[src/rtl/fp_pkg.sv]
// Shared definitions for the floating-point multiplier pipeline: operand
// classes, exception flag bit positions and format helper functions.
package fp_pkg;

    // Operand / special-case class carried down the pipeline
    typedef enum logic [1:0] {
        CLS_NORM = 2'd0,
        CLS_ZERO = 2'd1,
        CLS_INF  = 2'd2,
        CLS_NAN  = 2'd3
    } fp_cls_e;

    // Bit positions inside the 4-bit flag vector {invalid, overflow, underflow, inexact}
    localparam int unsigned FLAG_W         = 4;
    localparam int unsigned FLAG_INVALID   = 3;
    localparam int unsigned FLAG_OVERFLOW  = 2;
    localparam int unsigned FLAG_UNDERFLOW = 1;
    localparam int unsigned FLAG_INEXACT   = 0;

    // Exponent bias for an exponent field of exp_w bits
    function automatic int unsigned exp_bias(input int unsigned exp_w);
        return (32'd1 << (exp_w - 32'd1)) - 32'd1;
    endfunction

    // Canonical quiet NaN (sign 0, exponent all ones, only mantissa MSB set),
    // returned right-aligned in 64 bits; callers truncate to their width.
    function automatic logic [63:0] canon_nan(input int unsigned exp_w, input int unsigned man_w);
        return (((64'd1 << exp_w) - 64'd1) << man_w) | (64'd1 << (man_w - 32'd1));
    endfunction

endpackage

[src/rtl/fp_mul_round.sv]
// Normalise, round and pack stage of the multiplier (combinational).
// Ports:
//   prod_i       significand product (1.ma)*(1.mb), 2*MAN_W+2 bits
//   exp_i        signed biased exponent sum before normalisation
//   sign_i       result sign
//   rnd_mode_i   0 = round-to-nearest-even, 1 = round-toward-zero
//   cls_i        special-case class resolved from both operands
//   res_c_o      packed result {sign, exp, man}
//   flags_c_o    {invalid, overflow, underflow, inexact}
module fp_mul_round
    import fp_pkg::*;
#(
    parameter int unsigned EXP_W = 8,
    parameter int unsigned MAN_W = 23
) (
    input  logic [2*MAN_W+1:0]         prod_i,
    input  logic signed [EXP_W+1:0]    exp_i,
    input  logic                       sign_i,
    input  logic                       rnd_mode_i,
    input  fp_cls_e                    cls_i,
    output logic [EXP_W+MAN_W:0]       res_c_o,
    output logic [FLAG_W-1:0]          flags_c_o
);

    localparam int unsigned PROD_W = 2 * MAN_W + 2;
    localparam int unsigned DATA_W = 1 + EXP_W + MAN_W;
    localparam int unsigned XW     = EXP_W + 2;

    localparam logic signed [XW-1:0] EXP_MAX  = XW'((32'd1 << EXP_W) - 32'd1);
    localparam logic signed [XW-1:0] EXP_ZERO = '0;

    logic [PROD_W-1:0]       norm;
    logic signed [XW-1:0]    exp_n;
    logic signed [XW-1:0]    exp_r;
    logic [MAN_W-1:0]        man;
    logic                    guard;
    logic                    sticky;
    logic                    inc;
    logic [MAN_W:0]          man_r;

    // Normalise so the hidden bit sits at the product MSB, then round
    always_comb begin
        norm   = prod_i[PROD_W-1] ? prod_i : (prod_i << 1);
        exp_n  = prod_i[PROD_W-1] ? (exp_i + XW'(1)) : exp_i;
        man    = norm[PROD_W-2 -: MAN_W];
        guard  = norm[PROD_W-2-MAN_W];
        sticky = |norm[PROD_W-3-MAN_W:0];
        inc    = !rnd_mode_i && guard && (sticky || man[0]);
        // A carry out of the mantissa leaves the low MAN_W bits all zero
        man_r  = {1'b0, man} + (MAN_W+1)'(inc);
        exp_r  = exp_n + XW'(man_r[MAN_W]);
    end

    // Special-case selection and packing, highest priority first
    always_comb begin
        res_c_o                 = {sign_i, exp_r[EXP_W-1:0], man_r[MAN_W-1:0]};
        flags_c_o               = '0;
        flags_c_o[FLAG_INEXACT] = guard || sticky;
        if (cls_i == CLS_NAN) begin
            res_c_o                 = DATA_W'(canon_nan(EXP_W, MAN_W));
            flags_c_o               = '0;
            flags_c_o[FLAG_INVALID] = 1'b1;
        end else if (cls_i == CLS_INF) begin
            res_c_o   = {sign_i, {EXP_W{1'b1}}, {MAN_W{1'b0}}};
            flags_c_o = '0;
        end else if (cls_i == CLS_ZERO) begin
            res_c_o   = {sign_i, {(DATA_W-1){1'b0}}};
            flags_c_o = '0;
        end else if (exp_r >= EXP_MAX) begin
            res_c_o = rnd_mode_i ? {sign_i, {(EXP_W-1){1'b1}}, 1'b0, {MAN_W{1'b1}}}
                                 : {sign_i, {EXP_W{1'b1}}, {MAN_W{1'b0}}};
            flags_c_o                = '0;
            flags_c_o[FLAG_OVERFLOW] = 1'b1;
            flags_c_o[FLAG_INEXACT]  = 1'b1;
        end else if (exp_n <= EXP_ZERO) begin
            // Flush-to-zero decided on the normalised, unrounded exponent
            res_c_o                   = {sign_i, {(DATA_W-1){1'b0}}};
            flags_c_o                 = '0;
            flags_c_o[FLAG_UNDERFLOW] = 1'b1;
            flags_c_o[FLAG_INEXACT]   = 1'b1;
        end
    end

endmodule

[src/rtl/fp_mul_pipe.sv]
// Three-stage pipelined floating-point multiplier with valid/ready on both
// sides, selectable rounding, exception flags and a passthrough tag.
// Ports:
//   clk, rst               clock, asynchronous active-high reset
//   i_valid / o_ready      input handshake (o_ready is the global enable)
//   i_data_a, i_data_b     operands {sign, exp, man}
//   i_rnd_mode             0 = RNE, 1 = RTZ, sampled with the operands
//   i_tag                  user tag returned with the result
//   o_valid / i_ready      output handshake
//   fp_mul_o, o_flags      product and {invalid, overflow, underflow, inexact}
//   o_tag                  tag of the presented result
module fp_mul_pipe
    import fp_pkg::*;
#(
    parameter int unsigned EXP_W  = 8,
    parameter int unsigned MAN_W  = 23,
    parameter int unsigned DATA_W = 1 + EXP_W + MAN_W,
    parameter int unsigned TAG_W  = 4
) (
    input  logic                clk,
    input  logic                rst,
    input  logic                i_valid,
    output logic                o_ready,
    input  logic [DATA_W-1:0]   i_data_a,
    input  logic [DATA_W-1:0]   i_data_b,
    input  logic                i_rnd_mode,
    input  logic [TAG_W-1:0]    i_tag,
    output logic                o_valid,
    input  logic                i_ready,
    output logic [DATA_W-1:0]   fp_mul_o,
    output logic [FLAG_W-1:0]   o_flags,
    output logic [TAG_W-1:0]    o_tag
);

    if (DATA_W != 1 + EXP_W + MAN_W) begin : g_bad_data_w
        $error("fp_mul_pipe: DATA_W must equal 1+EXP_W+MAN_W");
    end

    localparam int unsigned SIG_W  = MAN_W + 1;
    localparam int unsigned PROD_W = 2 * SIG_W;
    localparam int unsigned XW     = EXP_W + 2;
    localparam logic signed [XW-1:0] BIAS_X = XW'(exp_bias(EXP_W));

    // Classify one operand; subnormals collapse into zero
    function automatic fp_cls_e classify(input logic [EXP_W-1:0] e, input logic [MAN_W-1:0] m);
        if (e == '0)                   return CLS_ZERO;
        else if (e == {EXP_W{1'b1}})   return (m == '0) ? CLS_INF : CLS_NAN;
        else                           return CLS_NORM;
    endfunction

    logic en;

    // Stage 1 registers
    logic                    s1_valid_q;
    logic                    s1_sign_q,  s1_sign_d;
    logic signed [XW-1:0]    s1_exp_q,   s1_exp_d;
    logic [SIG_W-1:0]        s1_sig_a_q, s1_sig_b_q;
    fp_cls_e                 s1_cls_q,   s1_cls_d;
    logic                    s1_rnd_q;
    logic [TAG_W-1:0]        s1_tag_q;

    // Stage 2 registers
    logic                    s2_valid_q;
    logic                    s2_sign_q;
    logic signed [XW-1:0]    s2_exp_q;
    logic [PROD_W-1:0]       s2_prod_q,  s2_prod_d;
    fp_cls_e                 s2_cls_q;
    logic                    s2_rnd_q;
    logic [TAG_W-1:0]        s2_tag_q;

    // Output stage registers
    logic                    out_valid_q;
    logic [DATA_W-1:0]       out_res_q,   out_res_d;
    logic [FLAG_W-1:0]       out_flags_q, out_flags_d;
    logic [TAG_W-1:0]        out_tag_q;

    fp_cls_e cls_a, cls_b;

    // All stages move together unless a presented result is being held
    assign en      = !out_valid_q || i_ready;
    assign o_ready = en;

    // Unpack: class resolution, sign and biased exponent sum
    always_comb begin
        cls_a     = classify(i_data_a[DATA_W-2 -: EXP_W], i_data_a[MAN_W-1:0]);
        cls_b     = classify(i_data_b[DATA_W-2 -: EXP_W], i_data_b[MAN_W-1:0]);
        s1_sign_d = i_data_a[DATA_W-1] ^ i_data_b[DATA_W-1];
        s1_exp_d  = XW'(i_data_a[DATA_W-2 -: EXP_W]) + XW'(i_data_b[DATA_W-2 -: EXP_W]) - BIAS_X;
        s1_cls_d  = CLS_NORM;
        if ((cls_a == CLS_NAN) || (cls_b == CLS_NAN) ||
            ((cls_a == CLS_INF) && (cls_b == CLS_ZERO)) ||
            ((cls_a == CLS_ZERO) && (cls_b == CLS_INF))) begin
            s1_cls_d = CLS_NAN;
        end else if ((cls_a == CLS_INF) || (cls_b == CLS_INF)) begin
            s1_cls_d = CLS_INF;
        end else if ((cls_a == CLS_ZERO) || (cls_b == CLS_ZERO)) begin
            s1_cls_d = CLS_ZERO;
        end
    end

    // Significand product
    assign s2_prod_d = PROD_W'(s1_sig_a_q) * PROD_W'(s1_sig_b_q);

    fp_mul_round #(
        .EXP_W (EXP_W),
        .MAN_W (MAN_W)
    ) u_round (
        .prod_i     (s2_prod_q),
        .exp_i      (s2_exp_q),
        .sign_i     (s2_sign_q),
        .rnd_mode_i (s2_rnd_q),
        .cls_i      (s2_cls_q),
        .res_c_o    (out_res_d),
        .flags_c_o  (out_flags_d)
    );

    // Pipeline registers
    always_ff @(posedge clk or posedge rst) begin
        if (rst) begin
            s1_valid_q  <= 1'b0;
            s1_sign_q   <= 1'b0;
            s1_exp_q    <= '0;
            s1_sig_a_q  <= '0;
            s1_sig_b_q  <= '0;
            s1_cls_q    <= CLS_ZERO;
            s1_rnd_q    <= 1'b0;
            s1_tag_q    <= '0;
            s2_valid_q  <= 1'b0;
            s2_sign_q   <= 1'b0;
            s2_exp_q    <= '0;
            s2_prod_q   <= '0;
            s2_cls_q    <= CLS_ZERO;
            s2_rnd_q    <= 1'b0;
            s2_tag_q    <= '0;
            out_valid_q <= 1'b0;
            out_res_q   <= '0;
            out_flags_q <= '0;
            out_tag_q   <= '0;
        end else if (en) begin
            s1_valid_q  <= i_valid;
            s1_sign_q   <= s1_sign_d;
            s1_exp_q    <= s1_exp_d;
            s1_sig_a_q  <= {1'b1, i_data_a[MAN_W-1:0]};
            s1_sig_b_q  <= {1'b1, i_data_b[MAN_W-1:0]};
            s1_cls_q    <= s1_cls_d;
            s1_rnd_q    <= i_rnd_mode;
            s1_tag_q    <= i_tag;
            s2_valid_q  <= s1_valid_q;
            s2_sign_q   <= s1_sign_q;
            s2_exp_q    <= s1_exp_q;
            s2_prod_q   <= s2_prod_d;
            s2_cls_q    <= s1_cls_q;
            s2_rnd_q    <= s1_rnd_q;
            s2_tag_q    <= s1_tag_q;
            out_valid_q <= s2_valid_q;
            out_res_q   <= out_res_d;
            out_flags_q <= out_flags_d;
            out_tag_q   <= s2_tag_q;
        end
    end

    assign o_valid  = out_valid_q;
    assign fp_mul_o = out_res_q;
    assign o_flags  = out_flags_q;
    assign o_tag    = out_tag_q;

endmodule

[config.mk]
export PLATFORM = sky130hd
export DESIGN_NAME = fp_mul_pipe
export DESIGN_NICKNAME = d
export VERILOG_FILES = /design/src/rtl/fp_pkg.sv /design/src/rtl/fp_mul_round.sv /design/src/rtl/fp_mul_pipe.sv
export SDC_FILE = /design/constraint.sdc
export NUM_CORES = 2
export LEC_CHECK = 0
export BUFFER_PORTS_ARGS = -buffer_cell sky130_fd_sc_hd__buf_2
export CORE_AREA = 2 2 220 222
export CTS_CLUSTER_DIAMETER = 50
export DETAILED_ROUTE_END_ITERATION = 7
export DIE_AREA = 0 0 222 224
export MAX_ROUTING_LAYER = met4
export PLACE_DENSITY_LB_ADDON = 0.3
export SYNTH_ARGS = -nofsm -noshare
export SYNTH_HDL_FRONTEND = slang
export SYNTH_SLANG_ARGS = --single-unit
[constraint.sdc]
create_clock -name clk -period 8.14 [get_ports clk]
set_input_delay 0.407 -clock clk [delete_from_list [all_inputs] [get_ports clk]]
set_output_delay 0.407 -clock clk [all_outputs]
set_load 0.01 [all_outputs]
==> impl_metrics.csv <==
group,metric,value,unit
outcome,run_status,"finished, violations left",
outcome,failed_checks,"DRC",
worst_setup_path,cpMaxStageDelayCell,"dfrtp_1",
timing,slew_headroom,0.244,
synth,synth.avg_cell_area,8.73,µm²
route,drt-total-wl,74600,µm
synth,async_reset_ff_frac,1.00,
finish,nNetsFinal,3971,
clock_tree,clock_sinks,174,
floorplan,dieArea,49700,µm²
timing,setup_violations,0,
route,via_count,22200,
timing,min_period_over_period,0.958,
global_route,grt_pass1_vias,23500,
timing,worstMarginPinSlew,1130,ps
worst_setup_path,cpMostUsedCell,"fa_1",
global_route,grt_max_degree,113,
clock_tree,h-tree-depth,4,
worst_hold_path,hp-class,"in2reg",
placed_design,finalWeightedCongestion,0.964,
timing,rsz0062_at_grt,"no",
worst_setup_path,crit_arrival,8170,ps
timing,timing.final.crit_period,7800,ps
clock_tree,root_buffer,"clkbuf_16",
clock_tree,post-cts-setup-buffer-count,0,
worst_setup_path,worstSetupStartpointType,"flip-flop",
synth,synth_compound_area_frac,0.0804,
synth,synth_cell_type_count,86,
synth,ys_ff_latch,174,
flow_run,maxCapViolCount,0,
floorplan,initial_utilization,0.593,
finish,nFillCells,3961,
worst_setup_path,worstPathCellList,"nand2_1, fa_1, inv_1, fa_1, inv_1, fa_1, inv_1, fa_1, fa_1, fa_1, inv_1, fa_1, inv_1, ha_1, a21oi_1, o21ai_0, a2111oi_1, o2111ai_2, a21oi_1, a21oi_1, a2111oi_0, nor3_1",
synth,synth_cells,3218,
global_route,grt_first_pass_wirelength,123000,µm
floorplan,dieWidth,222,µm
timing,hold_violations,0,
finish,seq_area,4370,µm²
placed_design,hpwl,57900,µm
synth,synth-edff-count,0,
synth,yosys_warnings,0,
clock_tree,cts_tree,"built",
synth,synth.area.mux_share,0.00628,
placed_design,place.port_buffers,114,
synth,synth_area,28100,µm²
floorplan,ioPinCount,115,
clock_tree,clk_latency,510,ps
clock_tree,clkSlewWorstSetupHoldPaths,90,ps
worst_setup_path,path_class,"reg2reg",
synth,synth-seq-area-share,0.155,
worst_setup_path,required,8510,ps
timing,fmax,128,MHz
synth,ys.flop_type,"dfrtp_1",
route,dr.pass1.iters,7,
timing,finalSetupTns,0,ps
timing,final.setup_skew,14.7,ps
synth,synthXorXnorAreaFrac,0.0206,
floorplan,die_y,224,µm
route,avgRoutedWirePerCell,19.4,µm
clock_tree,cts_made_buffers,17,
clock_tree,postCtsHoldBufs,0,
synth,yosys.area_share.adder,0.431,
worst_setup_path,crit_fanout,20,
worst_setup_path,endpoint_kind,"flip-flop",
clock_tree,cts_buffer_depth,2,
synth,yosys.area_share.simple,0.203,
finish,syn2layout_area_growth,5.55,%
floorplan,num_rows,80,
finish,layout-drive-gt1-share,0.0720,
floorplan,coreArea,47300,µm²
synth,syn_nets,3968,
synth,synth_top_family_by_area,"adder cells",
route,viasPerCell,5.76,
finish,multi_input_area,20800,µm²
global_route,grt_usage,0.328,
worst_setup_path,cpLargestDelayFamily,"adder cells",
route,ant_nets,0,
global_route,grt_overflow_total,0,
worst_setup_path,crit_buf_inv,5,
timing,final-max-slew-violation-count,0,
global_route,grt_antenna_before_repair,1,
route,drc,1,
worst_setup_path,slowest_delay,990,ps
clock_tree,cts_resized,0,
route,initialDrtViolationCount,1787,
==> flip-flops by register name (all words and copies together) (netlist names), 2 cells and up <==
| signal | count |
|---|---|
| s2_prod_q | 48 |
| fp_mul_o | 32 |
| s1_sig_a_q | 24 |
| s1_sig_b_q | 23 |
| s1_exp_q | 10 |
| s2_exp_q | 10 |
| o_flags | 4 |
| o_tag | 4 |
| s1_tag_q | 4 |
| s2_tag_q | 4 |
| s1_cls_q | 2 |
| s2_cls_q | 2 |
==> cells by family after synthesis <==
family          count (synthesis)
flops                         174
simple gates                 1190
fa+ha+maj                     677
buf+inv                       745
xor+xnor                       66
compound gates                349
mux                            17
==> cells in the final DEF (no fill, tap or decap), types with 8 or more instances in the layout <==
cell,n
dfrtp_1,165
clkbuf_16,17
ha_1,194
nor4_1,22
a21oi_1,118
nor3_1,17
xor2_1,25
mux2i_1,12
nand2b_1,9
a211oi_1,12
nand4_1,34
nand3_1,23
buf_4,48
inv_1,564
nand2_1,639
fa_1,483
o211ai_1,8
and2_1,318
and3_1,10
o21ai_0,73
buf_2,114
o21bai_1,10
and4_1,9
a31oi_1,13
nor2_1,71
a21o_1,29
xnor2_1,41
==> routing by layer <==
layer  GRT usage  vias up  share of wire
li1            -     9910              -
met1       0.402    11200           0.39
met2       0.522      847           0.48
met3      0.0618      229          0.073
met4       0.173        0          0.055
met5           -        -              0
==> cell type report <==
cell class,instances,share of cell area
inverters,567,0.0721
repair buffers,162,0.0314
diodes,1,0.0000844
multi-input cells,2299,0.702
flip-flops and latches,174,0.147
clock inverters,15,0.00646
clock buffers,17,0.0143
well taps,615,0.0260
==> synthesized netlist by cell type (all sizes together) (12+ instances only) <==
| cell | count | area, µm² |
|---|---|---|
| nand2 | 639 | 2400 |
| inv | 565 | 2120 |
| fa | 483 | 9670 |
| and2 | 319 | 2000 |
| ha | 194 | 2430 |
| dfrtp | 172 | 4300 |
| clkbuf | 137 | 517 |
| a21oi | 118 | 591 |
| o21ai | 78 | 390 |
| nor2 | 71 | 267 |
| xnor2 | 41 | 359 |
| buf | 38 | 243 |
| nand4 | 34 | 213 |
| a21o | 30 | 226 |
| xor2 | 25 | 219 |
| nand3 | 23 | 115 |
| nor4 | 22 | 138 |
| nor3 | 17 | 85.1 |
| a31oi | 14 | 93.8 |
| a211oi | 13 | 103 |
| mux2i | 12 | 120 |
==> worst register-to-register path: stages (launching register included) <==
cell	delay, ps
dfrtp_1	990
nand2_1	200
fa_1	550
inv_1	50
fa_1	490
inv_1	50
fa_1	540
inv_1	50
fa_1	490
fa_1	430
fa_1	490
inv_1	50
fa_1	470
inv_1	40
ha_1	350
a21oi_1	190
o21ai_0	180
a2111oi_1	600
o2111ai_2	350
a21oi_1	370
a21oi_1	170
a2111oi_0	440
nor3_1	110
==> through the flow <==
stage                     utilization  instance area, µm²  worst slack (ps)  hold slack (ps)  instances
after floorplan                     -               28100              1440              430       3218
after global placement          0.613               29000               459              444       3817
after detailed placement        0.613               29000               247              452       3817
after CTS                       0.626               29600               217             76.4       3849
final                           0.626               29600               339              106       3850
after global routing            0.626               29600              57.2             92.0       3850
==> worst paths after layout <==
check | from | to | slack [ps] | depth (start not counted)
max in group asynchronous | rst | s2_prod_q[47]$_DFFE_PP0P_ | 6370 | 3
hold / removal | i_tag[1] | s1_tag_q[1]$_DFFE_PP0P_ | 110 | 3
hold reg to reg | s2_valid_q$_DFFE_PP0P_ | o_valid$_DFFE_PP0P_ | 460 | 1
min in group asynchronous | rst | s2_tag_q[0]$_DFFE_PP0P_ | 150 | 2
setup reg to reg | s1_sig_a_q[6]$_DFFE_PP0P_ | s2_prod_q[43]$_DFFE_PP0P_ | 340 | 22
setup / recovery | s1_sig_a_q[6]$_DFFE_PP0P_ | s2_prod_q[43]$_DFFE_PP0P_ | 340 | 22
Power is left out: the tool's default activity adds up to more than one toggle a clock period on the data nets, which glitch-free logic cannot reach.
